<file path="src/rtl/serial_subtractor_if.sv">
// ============================================================================
// Module      : serial_subtractor_if
// Description : Operand/result bundle for serial_subtractor. Optional zero/ovf
//               flags exist only when SERIAL_SUB_FLAGS_EN is defined.
// Revision    : 1.0 - initial release
// ============================================================================
`default_nettype none

interface serial_subtractor_if #(
   parameter int WIDTH = 8
);
   logic             start;
   logic [WIDTH-1:0] a;
   logic [WIDTH-1:0] b;
   logic             busy;
   logic             done;
   logic [WIDTH-1:0] diff;
   logic             borrow;
`ifdef SERIAL_SUB_FLAGS_EN
   logic             zero;
   logic             ovf;

   modport master (output start, a, b, input busy, done, diff, borrow, zero, ovf);
   modport slave  (input start, a, b, output busy, done, diff, borrow, zero, ovf);
`else
   modport master (output start, a, b, input busy, done, diff, borrow);
   modport slave  (input start, a, b, output busy, done, diff, borrow);
`endif
endinterface

`default_nettype wire

</file>
<file path="src/rtl/serial_subtractor.sv">
// ============================================================================
// Module      : serial_subtractor
// Description : Bit-serial a - b, LSB first, one full-adder cell with b
//               inverted and carry-in 1. Optional flags: SERIAL_SUB_FLAGS_EN.
// Revision    : 1.0 - initial release
// ============================================================================
`default_nettype none

module serial_subtractor #(
   parameter int WIDTH = 8
) (
   input  wire logic            clk,
   input  wire logic            rst,
   serial_subtractor_if.slave   bus
);

   localparam int              CNT_W    = (WIDTH > 1) ? $clog2(WIDTH) : 1;
   localparam logic [CNT_W-1:0] LAST_CNT = CNT_W'(WIDTH - 1);

   typedef enum logic [0:0] {
      IDLE = 1'b0,
      RUN  = 1'b1
   } state_t;

   state_t           r_state;
   state_t           w_state_nxt;
   logic             w_busy;
   logic             w_last;
   logic [WIDTH-1:0] r_sa;
   logic [WIDTH-1:0] r_sb;
   logic [WIDTH-1:0] r_res;
   logic [WIDTH-1:0] r_diff;
   logic [CNT_W-1:0] r_cnt;
   logic             r_carry;
   logic             r_borrow;
   logic             r_done;
   logic             w_sum;
   logic             w_cout;
   logic [WIDTH-1:0] w_res_nxt;

   assign w_sum     = r_sa[0] ^ r_sb[0] ^ r_carry;
   assign w_cout    = (r_sa[0] & r_sb[0]) | (r_sa[0] & r_carry) | (r_sb[0] & r_carry);
   assign w_res_nxt = {w_sum, r_res[WIDTH-1:1]};
   assign w_last    = (r_cnt == LAST_CNT);

   always_ff @(posedge clk) begin
      if (rst) begin
         r_state <= IDLE;
      end else begin
         r_state <= w_state_nxt;
      end
   end

   always_comb begin
      w_state_nxt = r_state;
      w_busy      = 1'b0;
      case (r_state)
         IDLE: begin
            if (bus.start) begin
               w_state_nxt = RUN;
            end
         end
         RUN: begin
            w_busy = 1'b1;
            if (w_last) begin
               w_state_nxt = IDLE;
            end
         end
         default: w_state_nxt = IDLE;
      endcase
   end

   always_ff @(posedge clk) begin
      if (rst) begin
         r_sa     <= '0;
         r_sb     <= '0;
         r_res    <= '0;
         r_cnt    <= '0;
         r_carry  <= 1'b0;
         r_diff   <= '0;
         r_borrow <= 1'b0;
         r_done   <= 1'b0;
      end else begin
         r_done <= 1'b0;
         case (r_state)
            IDLE: begin
               if (bus.start) begin
                  r_sa    <= bus.a;
                  r_sb    <= ~bus.b;
                  r_carry <= 1'b1;
                  r_cnt   <= '0;
               end
            end
            RUN: begin
               r_carry <= w_cout;
               r_res   <= w_res_nxt;
               r_sa    <= r_sa >> 1;
               r_sb    <= r_sb >> 1;
               r_cnt   <= r_cnt + 1'b1;
               if (w_last) begin
                  r_diff   <= w_res_nxt;
                  r_borrow <= ~w_cout;
                  r_done   <= 1'b1;
               end
            end
            default: ;
         endcase
      end
   end

`ifdef SERIAL_SUB_FLAGS_EN
   logic r_zero;
   logic r_ovf;

   // On the last bit r_carry is the carry into the MSB and w_cout the carry out.
   always_ff @(posedge clk) begin
      if (rst) begin
         r_zero <= 1'b0;
         r_ovf  <= 1'b0;
      end else if ((r_state == RUN) && w_last) begin
         r_zero <= (w_res_nxt == '0);
         r_ovf  <= r_carry ^ w_cout;
      end
   end

   assign bus.zero = r_zero;
   assign bus.ovf  = r_ovf;
`endif

   assign bus.busy   = w_busy;
   assign bus.done   = r_done;
   assign bus.diff   = r_diff;
   assign bus.borrow = r_borrow;

endmodule

`default_nettype wire

</file>
<file path="src/flat_wrapper.sv">
// flat-port wrapper written by rule: the top's interface ports become plain ports
module serial_subtractor_flat 
#(
   parameter int WIDTH = 8
)
  (clk, rst, bus_start, bus_a, bus_b, bus_busy, bus_done, bus_diff, bus_borrow);
  serial_subtractor_if #(.WIDTH(WIDTH)) bus_i ();
  input  wire logic clk;
  input  wire logic rst;
  input wire logic [$bits(bus_i.start)-1:0] bus_start;
  input wire logic [$bits(bus_i.a)-1:0] bus_a;
  input wire logic [$bits(bus_i.b)-1:0] bus_b;
  output wire logic [$bits(bus_i.busy)-1:0] bus_busy;
  output wire logic [$bits(bus_i.done)-1:0] bus_done;
  output wire logic [$bits(bus_i.diff)-1:0] bus_diff;
  output wire logic [$bits(bus_i.borrow)-1:0] bus_borrow;
  assign bus_i.start = bus_start;
  assign bus_i.a = bus_a;
  assign bus_i.b = bus_b;
  assign bus_busy = bus_i.busy;
  assign bus_done = bus_i.done;
  assign bus_diff = bus_i.diff;
  assign bus_borrow = bus_i.borrow;
  serial_subtractor #(.WIDTH(WIDTH)) u_core (.clk(clk), .rst(rst), .bus(bus_i));
endmodule
</file>
<file path="config.mk">
export PLATFORM = sky130hd
export DESIGN_NAME = serial_subtractor_flat
export DESIGN_NICKNAME = d
export VERILOG_FILES = /design/src/rtl/serial_subtractor_if.sv /design/src/rtl/serial_subtractor.sv /design/src/flat_wrapper.sv
export SDC_FILE = /design/constraint.sdc
export NUM_CORES = 1
export LEC_CHECK = 0
export ABC_AREA = 1
export CAP_MARGIN = 25
export CORE_UTILIZATION = 61
export CTS_CLUSTER_DIAMETER = 150
export CTS_CLUSTER_SIZE = 24
export DETAILED_ROUTE_END_ITERATION = 8
export DONT_BUFFER_PORTS = 1
export PLACE_DENSITY = 0.83
export SYNTH_ARGS = -nofsm -noshare
export SYNTH_HDL_FRONTEND = slang
export SYNTH_SLANG_ARGS = --single-unit
</file>
<file path="constraint.sdc">
create_clock -name clk -period 1.2 [get_ports clk]
set_input_delay 0.36 -clock clk [delete_from_list [all_inputs] [get_ports clk]]
set_output_delay 0.36 -clock clk [all_outputs]
set_load 0.02 [all_outputs]
</file>
**Word level (Yosys, flattened, before mapping)**

Index checks and enable logic that the tools add are counted.
W data, S select, Z words.

- Bits in registers: 39
- Input bits: 19
- Output and inout bits: 11
- Word-level logic and storage cells: 37

- $add $sub $neg: 1
- Equal/unequal tests: 2
- Muxes and demuxes: 13
- Bitwise logic cells: 10
- Reduce and logical (&&, ||, !) cells: 2

Operators with widths:

| cell | count |
|---|---|
| $pmux W8 S2 | 2 |
| $mux W8 | 2 |
| $not A8 Y8 | 1 |
| $pmux W3 S2 | 1 |
| $mux W1 | 5 |
| $pmux W1 S2 | 2 |
| $add A3 B1 Y3 const B | 1 |
| $and A1 B1 Y1 | 3 |
| $eq A3 B3 Y1 const B | 1 |
| $mux W3 | 1 |
| $ne A2 B2 Y1 const B | 1 |
| $not A1 Y1 | 2 |
| $or A1 B1 Y1 | 2 |
| $reduce_and A2 Y1 | 1 |
| $reduce_or A2 Y1 | 1 |
| $xor A1 B1 Y1 | 2 |

**Logic depth before layout (Yosys ltp)**

- Word-level depth: 4
- Gate-level depth with buffers: 7
- Gate-level depth less buffers: 6

**Worst setup path after synthesis**

No wires, ideal clock.

- Kind: flip-flop to flip-flop
- From: reg u_core.r_state
- To: reg u_core.r_carry
- Library setup time: 0.118 ns
- Arrival: 0.971 ns
- Data required time: 1.082 ns
- Slack: 0.111 ns
- Stages on the path, launching flop included: 6
- Buffers on the path: 2
- Clock period less this slack: 1.089 ns
- Cell sequence: dfxtp_1 > buf_4 > buf_4 > nand2_1 > nand2_1 > a21oi_1

- Cells in the longest elaborated chain, start to end: 2
- Elaborated cells on any way between the ends: 3
- Classes of those cells: eq/ne: 1; mux: 1; bitwise: 1

RTL lines:

| what | line | RTL |
|---|---|---|
| from (decl) | serial_subtractor.sv:25 | `state_t r_state;` |
| from (signal assigned) | serial_subtractor.sv:50 | `r_state <= w_state_nxt;` |
| $not A1 Y1 (no source line) | - |  |
| $pmux W1 S2 or $ne A2 B2 Y1 (tied branches) | - |  |
| to (signal assigned) | serial_subtractor.sv:95 | `r_carry <= w_cout;` |
| to (decl) | serial_subtractor.sv:34 | `logic r_carry;` |

Parallel ways exist; a longest one is shown, timed or not.
A chain may end at the register's enable or synchronous reset.

**Worst setup path in the final report**

- From: reg u_core.r_state
- To: out bus_busy

- Cells in the longest elaborated chain, start to end: 1

RTL lines:

| what | line | RTL |
|---|---|---|
| $mux W1 | serial_subtractor.sv:57 | `case (r_state)` |
| to (decl) | flat_wrapper.sv:13 | `output wire logic [$bits(bus_i.busy)-1:0] bus_busy;` |

No other way between the ends.

==> impl_metrics.py <==
metrics = {
    "worst_hold_path": {
        "min_path_type": "in2reg",
    },
    "finish": {
        "design_area_um2": 1800,
        "antennaDiodeCount": 0,
        "final_util": 0.778,
        "syn_to_final_growth_pct": 15.1,
        "fin_nets": 242,
        "layout-drive-gt1-share": 0.176,
        "nFillCells": 160,
    },
    "floorplan": {
        "start_util": 0.676,
        "fp.dieH_um": 52.7,
        "dieArea_um2": 2770,
        "core_um2": 2320,
        "ioPinCount": 30,
        "rows": 17,
        "die_x_um": 52.7,
    },
    "timing": {
        "tns_ns": -0.0366,
        "hold_violations": 0,
        "worst_pin_slew_ns": 0.230,
        "period_share": 1.03,
        "setup_slack_ns": -0.0366,
        "rsz0062_at_grt": "yes",
        "fmax_ghz": 0.809,
        "relSlewSlack": 0.847,
        "whs_ns": 0.0705,
        "finClkSkew_ns": 0.0120,
        "setup_viol": 1,
        "fin_crit_ns": 1.24,
        "slew_violations": 0,
    },
    "routing": {
        "post_drt_via_cell_ratio": 5.70,
        "highest_layer": "met4",
        "wl_met3_um": 254,
        "met1_length_um": 1420,
        "drc": 0,
        "dr.pass1.iters": 5,
        "antenna_left": 0,
        "wl_per_cell_um": 13.6,
        "vias": 1420,
        "drtIter0Drc": 41,
        "wl_met2_um": 1600,
        "totalWireLength_um": 3390,
    },
    "worst_setup_path": {
        "critical_path.endpoint_type": "primary output",
        "cp_max_fo": 7,
        "r2r_start": "u_core.r_sa[0]",
        "crit_required_ns": 0.84,
        "crit_chain": "buf_12",
        "cp-startpoint": "u_core.r_state",
        "regToRegEndpoint": "u_core.r_carry",
        "r2r_cells": 5,
        "worst_setup_path_start_kind": "flop",
        "critical_path_class": "reg2out",
        "path_buf_inv": 1,
        "ff2ff_setup_slack_ns": 0,
        "max_stage_delay_ns": 0.40,
        "path_delay_family": "flip-flops",
        "crit_slowest_cell": "dfxtp_4",
        "worstPathArrival_ns": 0.88,
        "crit_cells": 1,
        "worstSetupEndpoint": "bus_busy",
    },
    "placed_design": {
        "dp_hpwl_um": 2040,
        "dpl_cell_area_um2": 1600,
        "portBuffers": 0,
        "place_congestion": 0.768,
    },
    "pwr": {
        "internal-power_mw": 1.73,
        "swShare": 0.264,
        "combPwrFrac": 0.121,
        "p_clk_frac": 0.301,
        "p_sw_mw": 0.620,
        "seqPwrFrac": 0.578,
        "powerDensity_nw_per_um2": 1300,
        "p_leak_nw": 0.882,
        "vdd_drop_max_mv": 1.21,
    },
    "clocking": {
        "clock_tree.buffer_depth": 2,
        "hold_buffers": 0,
        "cts-root-buf": "clkbuf_4",
        "clock_sinks": 38,
        "cts_made_buffers": 5,
        "cts_max_level": 2,
        "clk_pin_slew_ns": 0.12,
        "cts_tree": "done",
        "clk_latency_ns": 0.35,
    },
    "synth": {
        "yosysWarnings": 0,
        "synth_area_per_cell_um2": 7.35,
        "synth-seq-cells": 38,
        "synthCells": 213,
        "syn-num-nets": 235,
        "ys_types": 17,
        "syn_area_um2": 1570,
        "yosysSeqAreaShare": 0.486,
    },
    "global_routing": {
        "grt_pass1_wl_um": 5150,
        "grt_pass1_vias": 1196,
        "grt_max_degree": 22,
        "grt_usage": 0.260,
        "antenna_found_initial": 0,
        "grt_overflow": 0,
    },
    "run": {
        "drv_cap": 0,
    },
    "status": {
        "status": "finished, violations left",
        "violations": "setup timing",
    },
}
==> stage by stage <==
| step | setup slack [ns] | cells | total power, mW |
|---|---|---|---|
| 2_1_floorplan | 0.111 | 213 | 1.56 |
| 3_3_place_gp | 0.0944 | 236 | 1.59 |
| 3_5_place_dp | 0.0504 | 236 | 1.61 |
| 4_1_cts | -0.0230 | 246 | 2.32 |
| 5_1_grt | -0.0673 | 249 | 2.46 |
| 6_report | -0.0366 | 249 | 2.35 |
==> power by group through the flow <==
| stage | clock [mW] | sequential [mW] | combinational (mW) |
|---|---|---|---|
| detailed placement | 0 | 1.39 | 0.224 |
| global placement | 0 | 1.38 | 0.213 |
| floorplan | 0 | 1.38 | 0.183 |
| finish | 0.708 | 1.36 | 0.285 |
| global route | 0.778 | 1.36 | 0.315 |
| CTS | 0.709 | 1.35 | 0.256 |
==> cell families (layout without fill, tap and decap cells) <==
group	after synthesis	count (layout)	share of synthesized area
buffers and inverters	33	41	0.0942
adders and majority gates	3	3	0.0288
DFF	38	38	0.486
and+or+nand+nor	123	123	0.340
AOI/OAI and AO/OA	16	16	0.0511
==> how the worst min path moves through the flow <==
stage | start | end | slack, ns | depth (start not counted)
floorplan | u_core.r_res[1] | u_core.bus.diff[0] | 0.41 | 2
global placement | u_core.r_res[1] | u_core.bus.diff[0] | 0.43 | 2
detailed placement | rst | u_core.r_sa[7] | 0.43 | 1
CTS | rst | u_core.r_sb[7] | 0.06 | 1
global route | rst | u_core.r_sb[7] | 0.04 | 1
finish | rst | u_core.r_sb[7] | 0.07 | 1
==> repair_timing <==
action / in CTS / in global routing
hold endpoints to repair: 0 / 0
setup buffers: 1 / 1
pin swaps: 0 / 5
gates resized for setup: 5 / 27
endpoints found under the setup margin: 1 / 32
gates cloned: 1 / 2
==> synth_stat cells <==
cell / count / share of area
o21ai_0: 9 / 0.029
inv_1: 19 / 0.046
nand3b_1: 7 / 0.034
fa_1: 1 / 0.013
buf_4: 4 / 0.019
ha_1: 2 / 0.016
nor2_2: 1 / 0.0040
nand2_1: 68 / 0.16
clkbuf_2: 1 / 0.0032
nand3_1: 32 / 0.10
nand2_2: 1 / 0.0040
buf_1: 1 / 0.0024
a21oi_1: 7 / 0.022
dfxtp_1: 38 / 0.49
nor2_1: 14 / 0.034
buf_2: 6 / 0.019
inv_2: 2 / 0.0048
==> layout make-up <==
type	count	area, µm²	area share
flip-flops and latches	38	777	0.431
multi-input cells	142	696	0.386
repair buffers	11	140	0.0777
inverters	21	83.8	0.0465
clock buffers	6	51.3	0.0285
well taps	28	35.0	0.0194
clock inverters	2	12.5	0.00694
repair inverters	1	7.51	0.00416
==> cells in the final DEF (no fill, tap or decap) <==
cell type and count:
nor2_1 14, bufbuf_16 1, buf_12 2, nand2_1 68
clkbuf_4 5, dfxtp_4 1, nor2_4 1, inv_4 2
buf_6 2, a21oi_1 7, clkinvlp_4 2, inv_2 1
fa_1 1, ha_4 1, nand3_4 1, dfxtp_1 27
o21ai_1 1, nand3_1 31, ha_2 1, dfxtp_2 10
nand3b_1 7, buf_4 6, o21ai_0 8, clkbuf_8 1
clkinv_2 1, nand2_4 1, inv_1 18
==> per-layer routing <==
metal,track usage,vias up
met5,0,-
met4,0.127,0
met3,0.0725,13
met2,0.418,62
met1,0.315,656
li1,-,689
==> sequential cells by signal, summed over array words and instances (netlist names) <==
signal,flops
u_core.bus.diff,8
u_core.r_sa,8
u_core.r_sb,8
u_core.r_res,7
u_core.r_cnt,3
u_core.bus.borrow,1
u_core.bus.done,1
u_core.r_carry,1
u_core.r_state,1
Power figures use the tool's default switching activity.
